### config.mk
export PLATFORM = sky130hd
export DESIGN_NAME = zuc_eea3_arb_flat
export DESIGN_NICKNAME = d
export VERILOG_FILES = /design/src/rtl/zuc_eea3_arb_pkg.sv /design/src/rtl/zuc_eea3_arb_if.sv /design/src/rtl/zuc_eea3_arb_chk.sv /design/src/rtl/zuc_id_fifo.sv /design/src/rtl/zuc_eea3_arb.sv /design/src/flat_wrapper.sv
export SDC_FILE = /design/constraint.sdc
export NUM_CORES = 1
export LEC_CHECK = 0
export CORE_AREA = 2 2 429 431
export CTS_CLUSTER_SIZE = 16
export DETAILED_ROUTE_END_ITERATION = 7
export DIE_AREA = 0 0 431 433
export GPL_ROUTABILITY_DRIVEN = 0
export PLACE_DENSITY = 0.3
export RECOVER_POWER = 25
export SLEW_MARGIN = 25
export SYNTH_ARGS = -nofsm -noshare
export SYNTH_HDL_FRONTEND = slang
export SYNTH_SLANG_ARGS = --single-unit
### constraint.sdc
create_clock -name clk -period 4.1 [get_ports clk]
set_input_delay 0.82 -clock clk [delete_from_list [all_inputs] [get_ports clk]]
set_output_delay 0.82 -clock clk [all_outputs]
set_load 0.02 [all_outputs]
### src/rtl/zuc_eea3_arb_pkg.sv
// Shared definitions for the zuc_eea3 message arbiter: control-word layout,
// FSM encoding and the channel-index width helper.
package zuc_eea3_arb_pkg;

  localparam int ZUC_CTL_PARAM_W = 166;
  localparam int ZUC_CK_LSB      = 0;
  localparam int ZUC_CK_W        = 128;
  localparam int ZUC_DIR_LSB     = 128;
  localparam int ZUC_BEARER_LSB  = 129;
  localparam int ZUC_BEARER_W    = 5;
  localparam int ZUC_COUNT_LSB   = 134;
  localparam int ZUC_COUNT_W     = 32;

  typedef enum logic [1:0] {
    ST_IDLE = 2'd0,
    ST_CTL  = 2'd1,
    ST_DATA = 2'd2
  } arb_state_e;

  function automatic int chan_w(input int n);
    return (n > 1) ? $clog2(n) : 1;
  endfunction

endpackage

### src/rtl/zuc_eea3_arb_if.sv
// Requester, core-side and tagged-output streams of the zuc_eea3 arbiter.
// The master modport is the arbiter's view; slave is the surrounding system.
interface zuc_eea3_arb_if
  import zuc_eea3_arb_pkg::*;
#(
  parameter int NCH = 4,
  parameter int BW  = 8
) ();
  localparam int KW = 32 / BW;
  localparam int CW = chan_w(NCH);

  logic [NCH-1:0]                 s_ctl_valid;
  logic [NCH-1:0]                 s_ctl_ready;
  logic [ZUC_CTL_PARAM_W*NCH-1:0] s_ctl_param;
  logic [NCH-1:0]                 s_valid;
  logic [NCH-1:0]                 s_ready;
  logic [NCH-1:0]                 s_last;
  logic [32*NCH-1:0]              s_data;
  logic [KW*NCH-1:0]              s_keep;

  logic                       c_ctl_valid;
  logic                       c_ctl_ready;
  logic [ZUC_CTL_PARAM_W-1:0] c_ctl_param;
  logic                       c_valid;
  logic                       c_ready;
  logic                       c_last;
  logic [31:0]                c_data;
  logic [KW-1:0]              c_keep;

  logic          c_m_valid;
  logic          c_m_ready;
  logic          c_m_last;
  logic [31:0]   c_m_data;
  logic [KW-1:0] c_m_keep;

  logic          m_valid;
  logic          m_ready;
  logic          m_last;
  logic [31:0]   m_data;
  logic [KW-1:0] m_keep;
  logic [CW-1:0] m_chan;

  modport master (
    input  s_ctl_valid, s_ctl_param, s_valid, s_last, s_data, s_keep,
    output s_ctl_ready, s_ready,
    output c_ctl_valid, c_ctl_param, c_valid, c_last, c_data, c_keep,
    input  c_ctl_ready, c_ready,
    input  c_m_valid, c_m_last, c_m_data, c_m_keep,
    output c_m_ready,
    output m_valid, m_last, m_data, m_keep, m_chan,
    input  m_ready
  );

  modport slave (
    output s_ctl_valid, s_ctl_param, s_valid, s_last, s_data, s_keep,
    input  s_ctl_ready, s_ready,
    input  c_ctl_valid, c_ctl_param, c_valid, c_last, c_data, c_keep,
    output c_ctl_ready, c_ready,
    output c_m_valid, c_m_last, c_m_data, c_m_keep,
    input  c_m_ready,
    input  m_valid, m_last, m_data, m_keep, m_chan,
    output m_ready
  );

endinterface

### src/rtl/zuc_eea3_arb_chk.sv
// Protocol checker: the core must never emit output while no message id is queued.
module zuc_eea3_arb_chk (
  input logic clk,
  input logic rst,
  input logic i_c_m_valid,
  input logic i_fifo_empty
);

  a_no_output_without_id: assert property (
    @(posedge clk) disable iff (rst) !(i_c_m_valid && i_fifo_empty)
  );

endmodule

### src/rtl/zuc_id_fifo.sv
// Small synchronous FIFO holding the channel id of every message in flight
// inside the core, oldest at the head.
module zuc_id_fifo #(
  parameter int W     = 2,
  parameter int DEPTH = 4
) (
  input  logic         clk,
  input  logic         rst,
  input  logic         i_push,
  input  logic [W-1:0] i_data,
  input  logic         i_pop,
  output logic [W-1:0] o_data,
  output logic         o_full,
  output logic         o_empty
);
  localparam int AW = $clog2(DEPTH);

  logic [W-1:0]  r_mem [DEPTH];
  logic [AW-1:0] r_wptr;
  logic [AW-1:0] r_rptr;
  logic [AW:0]   r_count;
  logic          w_do_push;
  logic          w_do_pop;

  assign o_full    = (r_count == (AW+1)'(DEPTH));
  assign o_empty   = (r_count == '0);
  assign o_data    = r_mem[r_rptr];
  assign w_do_push = i_push && !o_full;
  assign w_do_pop  = i_pop && !o_empty;

  always_ff @(posedge clk) begin
    if (w_do_push) begin
      r_mem[r_wptr] <= i_data;
    end
  end

  always_ff @(posedge clk) begin
    if (rst) begin
      r_wptr  <= '0;
      r_rptr  <= '0;
      r_count <= '0;
    end else begin
      if (w_do_push) r_wptr <= r_wptr + AW'(1);
      if (w_do_pop)  r_rptr <= r_rptr + AW'(1);
      case ({w_do_push, w_do_pop})
        2'b10:   r_count <= r_count + (AW+1)'(1);
        2'b01:   r_count <= r_count - (AW+1)'(1);
        default: r_count <= r_count;
      endcase
    end
  end

endmodule

### src/rtl/zuc_eea3_arb.sv
// Message-granular round-robin arbiter sharing one zuc_eea3 core among nch
// requesters and tagging the core's in-order output with the source channel.
module zuc_eea3_arb
  import zuc_eea3_arb_pkg::*;
#(
  parameter int nch        = 4,
  parameter int bw         = 8,
  parameter int fifo_depth = 4
) (
  input logic             clk,
  input logic             rst,
  zuc_eea3_arb_if.master  bus
);
  localparam int KW = 32 / bw;
  localparam int CW = chan_w(nch);

  arb_state_e    r_state;
  arb_state_e    w_next;
  logic [CW-1:0] r_grant;
  logic [CW-1:0] r_rr;
  logic [CW-1:0] w_pick;
  logic [CW-1:0] w_fifo_head;
  logic          w_found;
  logic          w_full;
  logic          w_empty;
  logic          w_ctl_hs;
  logic          w_data_hs;
  logic          w_pop;

  // first requesting channel at or after the round-robin pointer, wrapping
  always_comb begin
    w_found = 1'b0;
    w_pick  = '0;
    for (int k = 0; k < nch; k++) begin
      if (!w_found && bus.s_ctl_valid[(int'(r_rr) + k) % nch]) begin
        w_found = 1'b1;
        w_pick  = CW'((int'(r_rr) + k) % nch);
      end
    end
  end

  assign w_ctl_hs  = (r_state == ST_CTL) && bus.s_ctl_valid[r_grant] && bus.c_ctl_ready;
  assign w_data_hs = (r_state == ST_DATA) && bus.s_valid[r_grant] && bus.c_ready;
  assign w_pop     = bus.c_m_valid && bus.c_m_ready && bus.c_m_last;

  always_ff @(posedge clk) begin
    if (rst) begin
      r_state <= ST_IDLE;
      r_grant <= '0;
      r_rr    <= '0;
    end else begin
      r_state <= w_next;
      if ((r_state == ST_IDLE) && (w_next == ST_CTL)) r_grant <= w_pick;
      if (w_ctl_hs) r_rr <= (r_grant == CW'(nch - 1)) ? '0 : r_grant + CW'(1);
    end
  end

  always_comb begin
    w_next = r_state;
    case (r_state)
      ST_IDLE: if (w_found && !w_full) w_next = ST_CTL;
               else                    w_next = ST_IDLE;
      ST_CTL:  if (w_ctl_hs)           w_next = ST_DATA;
               else                    w_next = ST_CTL;
      ST_DATA: if (w_data_hs && bus.s_last[r_grant]) w_next = ST_IDLE;
               else                                  w_next = ST_DATA;
      default: w_next = ST_IDLE;
    endcase
  end

  // handshakes are forced idle while reset is held, whatever the state register says
  always_comb begin
    bus.s_ctl_ready = '0;
    bus.s_ready     = '0;
    bus.c_ctl_valid = 1'b0;
    bus.c_ctl_param = '0;
    bus.c_valid     = 1'b0;
    bus.c_last      = 1'b0;
    bus.c_data      = '0;
    bus.c_keep      = '0;
    case (rst ? ST_IDLE : r_state)
      ST_CTL: begin
        bus.c_ctl_valid          = bus.s_ctl_valid[r_grant];
        bus.c_ctl_param          = bus.s_ctl_param[int'(r_grant)*ZUC_CTL_PARAM_W +: ZUC_CTL_PARAM_W];
        bus.s_ctl_ready[r_grant] = bus.c_ctl_ready;
      end
      ST_DATA: begin
        bus.c_valid          = bus.s_valid[r_grant];
        bus.c_last           = bus.s_last[r_grant];
        bus.c_data           = bus.s_data[int'(r_grant)*32 +: 32];
        bus.c_keep           = bus.s_keep[int'(r_grant)*KW +: KW];
        bus.s_ready[r_grant] = bus.c_ready;
      end
      default: begin
        bus.c_valid = 1'b0;
      end
    endcase
  end

  assign bus.m_valid   = !rst && bus.c_m_valid && !w_empty;
  assign bus.c_m_ready = !rst && bus.m_ready && !w_empty;
  assign bus.m_last    = bus.c_m_last;
  assign bus.m_data    = bus.c_m_data;
  assign bus.m_keep    = bus.c_m_keep;
  assign bus.m_chan    = w_fifo_head;

  zuc_id_fifo #(
    .W     (CW),
    .DEPTH (fifo_depth)
  ) u_id_fifo (
    .clk     (clk),
    .rst     (rst),
    .i_push  (w_ctl_hs),
    .i_data  (r_grant),
    .i_pop   (w_pop),
    .o_data  (w_fifo_head),
    .o_full  (w_full),
    .o_empty (w_empty)
  );

  zuc_eea3_arb_chk u_chk (
    .clk          (clk),
    .rst          (rst),
    .i_c_m_valid  (bus.c_m_valid),
    .i_fifo_empty (w_empty)
  );

endmodule

### src/flat_wrapper.sv
// flat-port wrapper written by rule: the top's interface ports become plain ports
module zuc_eea3_arb_flat import zuc_eea3_arb_pkg::*;
#(
  parameter int nch        = 4,
  parameter int bw         = 8,
  parameter int fifo_depth = 4
)
  (clk, rst, bus_s_ctl_valid, bus_s_ctl_param, bus_s_valid, bus_s_last, bus_s_data, bus_s_keep, bus_s_ctl_ready, bus_s_ready, bus_c_ctl_valid, bus_c_ctl_param, bus_c_valid, bus_c_last, bus_c_data, bus_c_keep, bus_c_ctl_ready, bus_c_ready, bus_c_m_valid, bus_c_m_last, bus_c_m_data, bus_c_m_keep, bus_c_m_ready, bus_m_valid, bus_m_last, bus_m_data, bus_m_keep, bus_m_chan, bus_m_ready);
  zuc_eea3_arb_if bus_i ();
  input logic clk;
  input logic rst;
  input wire logic [$bits(bus_i.s_ctl_valid)-1:0] bus_s_ctl_valid;
  input wire logic [$bits(bus_i.s_ctl_param)-1:0] bus_s_ctl_param;
  input wire logic [$bits(bus_i.s_valid)-1:0] bus_s_valid;
  input wire logic [$bits(bus_i.s_last)-1:0] bus_s_last;
  input wire logic [$bits(bus_i.s_data)-1:0] bus_s_data;
  input wire logic [$bits(bus_i.s_keep)-1:0] bus_s_keep;
  output wire logic [$bits(bus_i.s_ctl_ready)-1:0] bus_s_ctl_ready;
  output wire logic [$bits(bus_i.s_ready)-1:0] bus_s_ready;
  output wire logic [$bits(bus_i.c_ctl_valid)-1:0] bus_c_ctl_valid;
  output wire logic [$bits(bus_i.c_ctl_param)-1:0] bus_c_ctl_param;
  output wire logic [$bits(bus_i.c_valid)-1:0] bus_c_valid;
  output wire logic [$bits(bus_i.c_last)-1:0] bus_c_last;
  output wire logic [$bits(bus_i.c_data)-1:0] bus_c_data;
  output wire logic [$bits(bus_i.c_keep)-1:0] bus_c_keep;
  input wire logic [$bits(bus_i.c_ctl_ready)-1:0] bus_c_ctl_ready;
  input wire logic [$bits(bus_i.c_ready)-1:0] bus_c_ready;
  input wire logic [$bits(bus_i.c_m_valid)-1:0] bus_c_m_valid;
  input wire logic [$bits(bus_i.c_m_last)-1:0] bus_c_m_last;
  input wire logic [$bits(bus_i.c_m_data)-1:0] bus_c_m_data;
  input wire logic [$bits(bus_i.c_m_keep)-1:0] bus_c_m_keep;
  output wire logic [$bits(bus_i.c_m_ready)-1:0] bus_c_m_ready;
  output wire logic [$bits(bus_i.m_valid)-1:0] bus_m_valid;
  output wire logic [$bits(bus_i.m_last)-1:0] bus_m_last;
  output wire logic [$bits(bus_i.m_data)-1:0] bus_m_data;
  output wire logic [$bits(bus_i.m_keep)-1:0] bus_m_keep;
  output wire logic [$bits(bus_i.m_chan)-1:0] bus_m_chan;
  input wire logic [$bits(bus_i.m_ready)-1:0] bus_m_ready;
  assign bus_i.s_ctl_valid = bus_s_ctl_valid;
  assign bus_i.s_ctl_param = bus_s_ctl_param;
  assign bus_i.s_valid = bus_s_valid;
  assign bus_i.s_last = bus_s_last;
  assign bus_i.s_data = bus_s_data;
  assign bus_i.s_keep = bus_s_keep;
  assign bus_s_ctl_ready = bus_i.s_ctl_ready;
  assign bus_s_ready = bus_i.s_ready;
  assign bus_c_ctl_valid = bus_i.c_ctl_valid;
  assign bus_c_ctl_param = bus_i.c_ctl_param;
  assign bus_c_valid = bus_i.c_valid;
  assign bus_c_last = bus_i.c_last;
  assign bus_c_data = bus_i.c_data;
  assign bus_c_keep = bus_i.c_keep;
  assign bus_i.c_ctl_ready = bus_c_ctl_ready;
  assign bus_i.c_ready = bus_c_ready;
  assign bus_i.c_m_valid = bus_c_m_valid;
  assign bus_i.c_m_last = bus_c_m_last;
  assign bus_i.c_m_data = bus_c_m_data;
  assign bus_i.c_m_keep = bus_c_m_keep;
  assign bus_c_m_ready = bus_i.c_m_ready;
  assign bus_m_valid = bus_i.m_valid;
  assign bus_m_last = bus_i.m_last;
  assign bus_m_data = bus_i.m_data;
  assign bus_m_keep = bus_i.m_keep;
  assign bus_m_chan = bus_i.m_chan;
  assign bus_i.m_ready = bus_m_ready;
  zuc_eea3_arb #(.nch(nch), .bw(bw), .fifo_depth(fifo_depth)) u_core (.clk(clk), .rst(rst), .bus(bus_i));
endmodule
**After elaboration in Yosys (flattened, before gate mapping)**

Memory sizes are Yosys's and may differ from the RTL's. A register that Yosys moved wholly into a read port is not among the register bits.
Index checks and enable logic that the tools add are counted.

- Register bits: 13
- Memory bits (writable): 8
- Input port bits: 863
- Output and inout bits: 254
- Logic and storage cells: 116
- Memories: 1

- Add/subtract/negate cells: 8
- Multiply operators: 1
- Order comparisons: 6
- Eq/ne operators: 9
- Shifts and indexed selects: 3
- Multiplexer cells: 46
- Bitwise gates (word level): 5
- Reductions and logical operators: 31

Memory list:

| name | depth | width | read ports | clocked after Yosys merged registers in | wr ports | RTL line | RTL |
|---|---|---|---|---|---|---|---|
| u_core.u_id_fifo.r_mem | 4 | 2 | 1 | 1 | 1 | zuc_id_fifo.sv:18 | `logic [W-1:0] r_mem [DEPTH];` |

Operator list:

| kind | number |
|---|---|
| variable part select 664 x 32 -> 166 bit | 1 |
| two-way mux 166 bit | 1 |
| variable part select 128 x 8 -> 32 bit | 1 |
| two-way mux 32 bit | 1 |
| two-way mux 1 bit | 21 |
| two-way mux 2 bit | 10 |
| logical AND 1 bit | 19 |
| variable part select 16 x 5 -> 4 bit | 1 |
| binary-select mux 1 bit (select 2 bit) | 7 |
| < comparator 3 x 4 -> 1 bit, second input constant | 3 |
| two-way mux 4 bit | 3 |
| multiplier 2 x 7 -> 9 bit, second input constant | 1 |
| adder 2 x 1 -> 2 bit, second input constant | 4 |
| AND 4 bit | 2 |
| equality test 2 x 1 -> 1 bit, second input constant | 4 |
| equality test 2 bit, second input constant | 4 |
| logical NOT 1 bit | 6 |
| < comparator 2 x 3 -> 1 bit, second input constant | 2 |
| case mux 2 bit (3 select lines) | 1 |
| case mux 3 bit (2 select lines) | 1 |
| OR reduction 2 bit | 3 |
| adder 2 bit, second input constant | 2 |
| adder 3 x 1 -> 3 bit, second input constant | 1 |
| AND 1 bit, first input constant | 3 |
| other kinds (7) | 7 |

**Depth between registers and ports, before layout**

Gate-level depths: netlist of run 1.

- Word-level depth: 19
- Depth in mapped cells: 12
- Depth with buffers taken out: 10

**Modules after synthesis**

A second synthesis of run 1 with hierarchy kept.

- Cells, all modules: 638
- Area total of the unflattened synthesis: 7741.2 sq um

By module, submodules not included:

| module | times used | cells each | area each (sq um) | sequential area each (sq um) |
|---|---|---|---|---|
| zuc_eea3_arb | 1 | 574 | 6970.4 | 120.1 |
| zuc_id_fifo | 1 | 64 | 770.7 | 420.4 |

**Worst setup path before layout of run 1**

Ideal clock, no wire load.

- Path kind: input -> register
- From: in bus_s_ctl_valid[2]
- To: reg u_core.u_id_fifo.r_count[2]
- Arrival time: 2.826 ns
- Required time: 4.029 ns
- Path slack: 1.203 ns
- Stages on the path: 11
- Path through: buf_6 > mux2i_1 > o22ai_1 > and2b_4 > inv_1 > ha_1 > inv_1 > fa_1 > xor2_1 > or3_2 > a21oi_1

- Cells in the longest elaborated chain, start to end: 7
- Elaborated cells on any way between the ends: 9
- Those cells by class: 2 x eq/ne; 3 x mux; 4 x reduce/logical

RTL lines:

| what | RTL line | RTL |
|---|---|---|
| start: declaration | flat_wrapper.sv:12 | `input wire logic [$bits(bus_i.s_ctl_valid)-1:0] bus_s_ctl_valid;` |
| binary-select mux 1 bit (select 2 bit) * | zuc_eea3_arb.sv:42 | `assign w_ctl_hs = (r_state == ST_CTL) && bus.s_ctl_valid[r_grant] && bus.c_ctl_ready;` |
| two-way mux 1 bit (implied by the code) * | zuc_eea3_arb.sv:42 |  |
| logical AND 1 bit * (2 in series) | zuc_eea3_arb.sv:42 |  |
| logical AND 1 bit * | zuc_id_fifo.sv:28 | `assign w_do_push = i_push && !o_full;` |
| equality test 2 x 1 -> 1 bit or equality test 2 bit (tied branches) | zuc_id_fifo.sv:45 | `case ({w_do_push, w_do_pop})` |
| case mux 3 bit (2 select lines) or nonzero test 2 bit (tied branches) | - |  |
| end signal: assignment | zuc_id_fifo.sv:46 | `2'b10: r_count <= r_count + (AW+1)'(1);` |
| end signal: assignment | zuc_id_fifo.sv:47 | `2'b01: r_count <= r_count - (AW+1)'(1);` |
| end signal: assignment | zuc_id_fifo.sv:48 | `default: r_count <= r_count;` |
| end: declaration | zuc_id_fifo.sv:21 | `logic [AW:0] r_count;` |

Mark *: on every way between the ends. The rest lies on a longest branch, timed or not. The select of a mux whose other input is x is not followed.
A chain may end at the register's enable or synchronous reset.

**Worst setup path after layout of run 1**

- From: in rst
- To: out bus_c_ctl_param[80]

- Cells in the longest elaborated chain, start to end: 3

RTL lines:

| what | RTL line | RTL |
|---|---|---|
| start: declaration | flat_wrapper.sv:11 | `input logic rst;` |
| two-way mux 2 bit | zuc_eea3_arb.sv:81 | `case (rst ? ST_IDLE : r_state)` |
| equality test 2 x 1 -> 1 bit | zuc_eea3_arb.sv:81 |  |
| two-way mux 166 bit | zuc_eea3_arb.sv:81 |  |
| end: declaration | flat_wrapper.sv:21 | `output wire logic [$bits(bus_i.c_ctl_param)-1:0] bus_c_ctl_param;` |

Every way passes these cells.

==> metrics.txt, run 1 <==
Worst-Skew Late Latency=roughly 0.27 ns; Sink Count=23; final max-slew violation count=0; fillers=20770; sum of negative setup slack=0 ns; Top Metal Used=met5; Crit. End Element=primary output; row cnt=about 160; Avg WL per Cell=around 31 um; most frequent cells in the layout=clkdlybuf4s50_1, mux4_2, and2_1; sequential-to-total area share from yosys stat=6.905%; total power=4441 uW; Max clock buf depth=2; CTS tree=done; Synth Area in XOR/XNOR=0.4476%; core area=182100 um^2; multi-input logic area=approximately 6600 um^2; aggregate global routing overflow=0; I/O pin count=between 1000 and 1500; Clock Skews=0.009901 ns; routed wl met2=66.50 mm; Initial Util=around 4.3%; Synth Area in Adders=1.694%; Post-CTS Hold Buffers=0; IO Port Bufs=roughly 1000; DP Wirelength=approximately 120 mm; worst-margin pin slew=approximately 0.48 ns; CP top delay family=buffers and inverters; Detailed Route Iter0 Violations=slightly below 700; met3 wire length=9.972 mm; Crit Path Category=in2out; Die ar.=between 150000 and 200000 um^2; Max Fclk=about 0.26 GHz; CTS clk-pin slew, worst paths=0.07 ns; Pre-Repair DR Iteration Count=5; antenna-violating nets left=0; register area=around 550 um^2; Peak supply drop=~0.15 mV; complex-gate fraction of the synthesized area=under 10%; Startpoint Class=primary input; critical path's most frequent cell=clkdlybuf4s50_1; Syn Area/Cell=12.01 um^2; synth unique cells=41; max_slew headroom=68.05%; HP Class=reg2reg; period utilization=94.05%; CP cell instances=clkdlybuf4s50_1 -> nor3b_4 -> buf_12 -> buf_4 -> and2_1 -> clkdlybuf4s50_1; Post-Syn Instances=652; P_leak=about 0.0069 uW; main combinational cell family by area after synthesis=multiplexers; Post-Route WL=around 130 mm; Total GRT Usage=between 10% and 20%; fin area=around 22000 um^2; crit path DAT=3.04 ns; post-CTS setup buffers=0; nets=between 2000 and 3000; CP max-delay cell=clkdlybuf4s50_1; largest net degree at the start of global routing=between 40 and 50; unrepaired setup endpoints after global routing=no; area delta synth->final=178.2%; total of max-cap violations=0; Metal-1 WL=48.27 mm; outcome=finished, final reports clean; final hold vios=0; most common cell after layout, fill and taps aside=clkdlybuf4s50_1; Slowest Stage Delay on Critical Path=approximately 0.61 ns; Synth Warn #=0; simple logic cell fraction of the synthesized area=20.67%; Residual DRC=0; Via density=2.787; multiplexer share of the synthesized area=around three fifths; vias in the first global route=11490; die width=about 430 um; cts repair resizes=0; CTS buffer count=3; initial antenna violation count=146; placed inst area=~22000 um^2; Cell Pwr Density=203.9 nW/um^2; die span in y=between 400 and 500 um; Setup violations, final=0; Yosys reg bits=23; Worst EP required=roughly 3.3 ns; share of cells above drive strength 1=~21%; vias=between 10000 and 15000; critical path peak fanout=20; Final min period=approximately 3.9 ns; htree depth=1; root buffer cell=clkbuf_16; Synth Net Count=approximately 1500; crit path buf inv count=4; global-route wire length before repair=roughly 150 mm; mapped cell area=between 7000 and 8000 um^2
==> report_power, final <==
part | internal [uW] | switching (uW)
Clock | 132 | 88.7
Combinational | 2150 | 1760
Sequential | 258 | 60.3
==> synth_stat cells (all sizes together) <==
cell	instances	area, um^2
nand3	2	10.01
a2111o	1	11.26
a221oi	1	8.760
o21a	1	7.510
mux2	1	11.26
mux4	206	4639
nor3b	2	20.02
buf	78	516.7
or3b	1	8.760
clkbuf	35	131.4
nand4b	1	8.760
mux2i	6	60.06
nor4b	1	8.760
or4	1	11.26
o32ai	1	8.760
edfxtp	8	240.2
o2bb2ai	1	8.760
a31oi	1	6.260
nor4	1	6.260
o22ai	3	18.77
nand2b	4	25.02
a21oi	6	33.78
inv	9	33.78
nand4bb	1	11.26
nor2	16	60.06
and2b	1	10.01
nand2	9	33.78
or3	2	15.01
o21ai	1	5.000
nor2b	2	12.51
and2	173	1082
ha	9	112.6
and3	47	294.0
fa	1	20.02
dfxtp	15	300.3
xor2	4	35.03
==> routing by layer <==
layer | track usage [%] | vias up
met3 | 3.300 | 214
met4 | 1.254 | 44
met5 | 0 | -
met1 | 15.24 | 5644
li1 | - | 4549
met2 | 24.02 | 782
==> through the flow <==
stage	setup slack (ns)	utilization, %	hold slack, ns	cells
final	0.2441	11.96	0.5023	4031
after global routing	0.1187	11.94	0.5381	4016
after CTS	0.2551	11.94	0.5063	4011
after detailed placement	0.2618	11.89	0.4966	4007
after global placement	0.2884	11.89	0.4838	4007
after floorplan	1.203	-	0.4612	652
==> kinds of logic (layout without fill, tap and decap cells) <==
| logic type | count (synthesis) | in the layout |
|---|---|---|
| and+or+nand+nor | 264 | 264 |
| adders and majority gates | 10 | 10 |
| muxes | 213 | 213 |
| DFF | 23 | 23 |
| xor gates and xnor gates | 4 | 4 |
| other | 0 | 20 |
| AOI/OAI and AO/OA | 16 | 16 |
| buffers and inverters | 122 | 1096 |
==> worst min-delay path, cell delays in order (launching register included) <==
cell     delay, ns
dfxtp_1       0.32
o21ai_0       0.07
a21oi_1       0.06
==> flip-flops by register name (all words and copies together) (netlist names), named ones only <==
name,flops
u_core.r_grant,2
u_core.r_rr,2
u_core.r_state,2
u_core.u_id_fifo.r_count,3
u_core.u_id_fifo.r_mem,8
u_core.u_id_fifo.r_rptr,2
u_core.u_id_fifo.r_wptr,2
==> layout make-up <==
| cell class | count | share of cell area (%) |
|---|---|---|
| Antenna cell | 20 | 0.2298 |
| Tap cell | 2385 | 13.70 |
| Sequential cell | 23 | 2.517 |
| Timing Repair Buffer | 1083 | 52.69 |
| Inverter | 9 | 0.1551 |
| Multi-Input combinational cell | 507 | 30.33 |
| Clock buffer | 3 | 0.3447 |
| Clock inverter | 1 | 0.02298 |
==> final timing paths <==
kind	startpoint	to	slack, ns	cells past startpoint
setup / recovery	rst	bus_c_ctl_param[80]	0.24	6
hold / removal	u_core.u_id_fifo.r_count[2]	u_core.u_id_fifo.r_count[2]	0.50	2
setup reg to reg	u_core.r_grant[0]	u_core.u_id_fifo.r_count[2]	1.01	11
hold reg to reg	u_core.u_id_fifo.r_count[2]	u_core.u_id_fifo.r_count[2]	0.50	2
Power figures use the tool's default switching activity.
==> inputs of run 2 (changes only) <==
--- a/config.mk
+++ b/config.mk
@@ -12,6 +12,7 @@
 export GPL_ROUTABILITY_DRIVEN = 0
 export PLACE_DENSITY = 0.3
 export RECOVER_POWER = 25
+export SKIP_CTS_REPAIR_TIMING = 1
 export SLEW_MARGIN = 25
 export SYNTH_ARGS = -nofsm -noshare
 export SYNTH_HDL_FRONTEND = slang
==> results of run 2 <==
Final layout, timing and power as in run 1 (identical DEF).
